## src/rtl/muldiv.sv

```systemverilog
// muldiv: iterative RV32M/RV64M multiply/divide unit with valid/ready handshake.
module muldiv #(
  parameter int XLEN = 32
) (
  input  logic            clk,
  input  logic            reset_n,
  input  logic            flush,
  input  logic            in_valid,
  output logic            in_ready,
  input  logic [XLEN-1:0] a,
  input  logic [XLEN-1:0] b,
  input  logic [2:0]      op,
  output logic            out_valid,
  input  logic            out_ready,
  output logic [XLEN-1:0] result
);
  localparam int CW = $clog2(XLEN);
  typedef enum logic [1:0] {IDLE, BUSY, DONE} state_t;
  state_t state;
  logic [CW-1:0] cnt;
  logic [2:0] op_r;
  logic neg, sa, sb, zero, ovf, special;
  logic [XLEN-1:0] hi, lo, m, mag_a, mag_b, spec_res, nhi, nlo, fin;
  logic [XLEN:0] add, rsh, diff;
  logic [2*XLEN-1:0] prod;
  assign in_ready = (state == IDLE) && reset_n;
  // hi/lo hold the product (multiply) or remainder/quotient (divide); m is the fixed operand
  always_comb begin
    sa = a[XLEN-1] & (op[2] ? ~op[0] : (op[1:0] != 2'b11));
    sb = b[XLEN-1] & (op[2] ? ~op[0] : ~op[1]);
    mag_a = sa ? -a : a;
    mag_b = sb ? -b : b;
    zero = b == '0;
    ovf = ~op[0] & (a == {1'b1, {(XLEN-1){1'b0}}}) & (b == '1);
    special = op[2] & (zero | ovf);
    spec_res = zero ? (op[1] ? a : '1) : (op[1] ? '0 : a);
    add = {1'b0, hi} + (lo[0] ? {1'b0, m} : '0);
    rsh = {hi, lo[XLEN-1]};
    diff = rsh - {1'b0, m};
    nhi = op_r[2] ? (diff[XLEN] ? rsh[XLEN-1:0] : diff[XLEN-1:0]) : add[XLEN:1];
    nlo = op_r[2] ? {lo[XLEN-2:0], ~diff[XLEN]} : {add[0], lo[XLEN-1:1]};
    prod = neg ? -{nhi, nlo} : {nhi, nlo};
    fin = op_r[2] ? (op_r[1] ? (neg ? -nhi : nhi) : (neg ? -nlo : nlo))
                  : (op_r[1:0] == 2'b00 ? prod[XLEN-1:0] : prod[2*XLEN-1:XLEN]);
  end
  always_ff @(posedge clk) begin
    if (!reset_n) begin
      state <= IDLE;
      cnt <= '0;
      op_r <= '0;
      neg <= 1'b0;
      hi <= '0;
      lo <= '0;
      m <= '0;
      result <= '0;
      out_valid <= 1'b0;
    end else if (flush) begin
      state <= IDLE;
      cnt <= '0;
      out_valid <= 1'b0;
    end else if (state == IDLE && in_valid) begin
      op_r <= op;
      neg <= (op[2] & op[1]) ? sa : sa ^ sb;
      hi <= '0;
      lo <= op[2] ? mag_a : mag_b;
      m <= op[2] ? mag_b : mag_a;
      cnt <= '0;
      state <= special ? DONE : BUSY;
      out_valid <= special;
      if (special) result <= spec_res;
    end else if (state == BUSY) begin
      hi <= nhi;
      lo <= nlo;
      cnt <= cnt + 1'b1;
      if (cnt == CW'(XLEN-1)) begin
        result <= fin;
        state <= DONE;
        out_valid <= 1'b1;
      end
    end else if (state == DONE && out_ready) begin
      state <= IDLE;
      out_valid <= 1'b0;
    end
  end
endmodule

```

## config.mk

```make
export PLATFORM = sky130hd
export DESIGN_NAME = muldiv
export DESIGN_NICKNAME = d
export VERILOG_FILES = /design/src/rtl/muldiv.sv
export SDC_FILE = /design/constraint.sdc
export NUM_CORES = 1
export LEC_CHECK = 0
export ABC_AREA = 1
export BUFFER_PORTS_ARGS = -buffer_cell sky130_fd_sc_hd__clkbuf_2
export CAP_MARGIN = 20
export CORE_ASPECT_RATIO = 0.8
export CORE_MARGIN = 5
export CORE_UTILIZATION = 30
export DETAILED_ROUTE_END_ITERATION = 12
export GPL_TIMING_DRIVEN = 0
export SLEW_MARGIN = 5
export SYNTH_ARGS = -nofsm -noshare
export SYNTH_HDL_FRONTEND = slang
export SYNTH_SLANG_ARGS = --single-unit
```

## constraint.sdc

```tcl
create_clock -name clk -period 5 [get_ports clk]
set_input_delay 0.75 -clock clk [delete_from_list [all_inputs] [get_ports clk]]
set_output_delay 0.75 -clock clk [all_outputs]
set_load 0.03 [all_outputs]
```

==> impl_results.md <==
- Fmax: 0.2080 GHz
- Final Skew: 0.01298 ns
- Synth Cell Area: 17430 um^2
- Starting Density: 30.14%
- Actual slew at the worst max-slew pin: 1.261 ns
- Vias: 22.10k
- Starting DRT DRC Count: 3425
- Dpl ws: -0.3087 ns
- Placed cell area: 18910 um^2
- Worst-Skew Late Latency: 0.45 ns
- Layout cell share with drive strength beyond 1: 9.450%
- Adder-cell share of the synthesized area: 5.327%
- P_leak: 9.878 nW
- H-Tree Depth: 4
- WS Path Type: flop to flop
- Fin area: 19690 um^2
- Pwr per Cell Area: 233.7 nW/um^2
- Main combinational cell family by area after synthesis: simple AND/OR/NAND/NOR gates
- Outcome: completed
- Flop2flop setup slack: 0.19 ns
- CTS Root Cell: clkbuf_16
- IO Port Bufs: 103
- Worst setup EP type: flop
- Wire per inst: 20.33 um
- Max Cap Violations: 0
- Slew headroom: 15.07%
- TritonCTS clock tree: done
- DRC Markers: 0
- CTS clk-pin slew, worst paths: 0.07 ns
- Synth Net Count: 3286
- Final period util: 96.17%
- VDD IR max: 234.3 uV
- Grt total ovfl: 0
- Fillers: 6597
- Worst Path Required: 5.38 ns
- Number of global-route vias before repair: 18.85k
- Final layout net count: 3423
- Hold Slack: 0.4780 ns
- Maximum fanout along the worst path: 10
- Final hold vios: 0
- Largest net degree at the start of global routing: 17
- Total CTS buffers: 17
- Post-synthesis sequential area ratio: 15.97%
- Routed WL: 82.58 mm
- YS warnings: 0
- Synthesized netlist cell count: 3141
- Synth unique cells: 57
- Slowest CP cell: dfxtp_1
- Final Setup Violations: 0
- Row cnt: 79
- Crit path DAT: 5.19 ns
- HPWL Detailed: 69.21 mm
- Average cell area after synthesis: 5.549 um^2
- First-pass GRT wire length: 119.9 mm
- Met2 WL: 30.31 mm
- Post-Synth XOR/XNOR Area: 5.980%
- DR pass1 iterations: 6
- Synth-to-Final Area Change: 13.00%
- Top routing layer used: met5
- I/O Pins: 106
- Die area: 63040 um^2
- Floorplan core area: 57820 um^2
- Antenna Nets Post-Route: 0
- Crit start category: flop
- # clock sinks: 139
- Max-slew violations: 0
- #FFs+latches synth: 139
- Setup TNS: 0 ns
- Mux cell area share after synthesis: 0%
- Die Width: 279.5 um
- Complex-gate fraction of the synthesized area: 20.43%
- Synth Area in Simple Gates: 40.51%
- Initial antenna violation count: 2
- Die Ht: 225.6 um
- Tot GR Track Use: 24.92%
- Worst path max stage delay: 0.49 ns
- Met1 WL: 37.60 mm
- Min Tclk post-route: 4.808 ns
- Vias per cell: 5.443
- Final core utilization: 34.06%
- GPL Wtd Cong: 1.018
- Met3 routed WL: 12.38 mm
- Hold WC Path Type: flop to flop
- Clk buf depth: 2
- Final critical-path setup slack: 0.1917 ns
[critical path, delay by kind of cell, from the launching register on]
kind	cells	cell delay (ns)
compound gates	3	0.31
fa+ha+maj	2	0.61
flops	1	0.49
buf+inv	6	0.69
simple gates	23	2.62
[power breakdown]
group	total [mW]	leakage, nW	switching [mW]	internal [mW]
Sequential	1.21	1.13	0.0506	1.16
Clock	1.26	0.276	0.571	0.693
Combinational	2.13	8.47	1.52	0.609
Total	4.60	9.88	2.14	2.46
[final timing paths]
| check | startpoint | endpoint | cells past startpoint |
|---|---|---|---|
| max | m[18] | result[6] | 34 |
| min reg2reg | cnt[4] | cnt[4] | 2 |
| min | cnt[4] | cnt[4] | 2 |
| max reg2reg | m[18] | result[6] | 34 |
[cell usage in the layout, fill, tap and decap left out, drive strengths merged, types with 19 or more instances in the layout]
cell type,count
nor3,35
a21oi,231
dfxtp,139
a31oi,21
nand3,231
inv,396
clkbuf,209
nand3b,19
xor2,77
xnor2,42
nand2,1005
buf,50
ha,71
nor2,322
o211ai,33
nand4,28
o221ai,23
o21ai,249
[timing repair]
item / 4_1_cts / 5_1_grt
resized for setup: 6 / 28
hold buffers: 0 / 0
buffers inserted: 7 / 6
endpoints found under the setup margin: 9 / 15
pin swaps: 3 / 8
[cell type report]
cell class	count	area, um^2	share of cell area, %
repair buffers	118	625.6	3.177
clock buffers	17	425.4	2.160
well taps	769	962.2	4.886
clock inverters	15	141.4	0.7179
flip-flops and latches	139	2789	14.16
plain buffers	124	565.5	2.872
multi-input cells	2481	12690	64.45
diodes	1	2.502	0.01271
inverters	397	1490	7.567
[sequential cells by signal, indices dropped and copies added, names as in the netlist]
name,count
result,32
neg,1
lo,32
m,32
hi,32
cnt,5
state,1
op_r,3
out_valid,1
[cell usage after synthesis, drive strengths merged]
cell | count | area, um^2
a22oi | 6 | 45.04
nor2 | 322 | 1286
nand3b | 19 | 142.6
inv | 391 | 1468
o211ai | 33 | 247.7
o22ai | 4 | 25.02
xnor2 | 42 | 367.9
nor3 | 35 | 186.4
a211oi | 2 | 15.01
clkbuf | 88 | 334.1
a31oi | 21 | 131.4
a41oi | 1 | 8.760
o211a | 1 | 10.01
a221oi | 16 | 140.1
nor4 | 10 | 62.56
nand2 | 1005 | 3928
o21a | 8 | 60.06
fa | 2 | 40.04
buf | 36 | 231.5
a21o | 6 | 45.04
xor2 | 77 | 674.4
nand3 | 231 | 1176
a21oi | 231 | 1190
nand4 | 28 | 175.2
dfxtp | 139 | 2783
o31ai | 2 | 15.01
o2111ai | 1 | 8.760
o221ai | 23 | 201.4
a21boi | 1 | 7.510
or2 | 11 | 68.82
or3b | 1 | 8.760
or3 | 1 | 6.260
o41ai | 1 | 8.760
o21ai | 249 | 1272
o21bai | 17 | 127.6
ha | 71 | 888.4
and2 | 3 | 18.77
clkinv | 6 | 22.52
[cell families (layout without fill, tap and decap cells)]
| group | after synthesis | in the layout |
|---|---|---|
| AOI/OAI and AO/OA | 623 | 623 |
| and+or+nand+nor | 1666 | 1666 |
| other | 0 | 1 |
| adders and majority gates | 73 | 73 |
| xor gates and xnor gates | 119 | 119 |
| buffers and inverters | 521 | 671 |
| DFF | 139 | 139 |
[metrics by stage]
stage / power (mW) / std cells
after floorplan: 2.553 / 3141
after global placement: 3.228 / 4013
after detailed placement: 3.229 / 4013
after CTS: 4.483 / 4052
after global routing: 4.808 / 4060
final: 4.602 / 4061
[per-layer routing]
metal  vias up  track usage (%)
li1      10490                -
met1     10060            39.05
met2      1414            31.78
met3       130            7.979
met4         2            6.776
met5         -                0
Power figures use the tool's default switching activity.
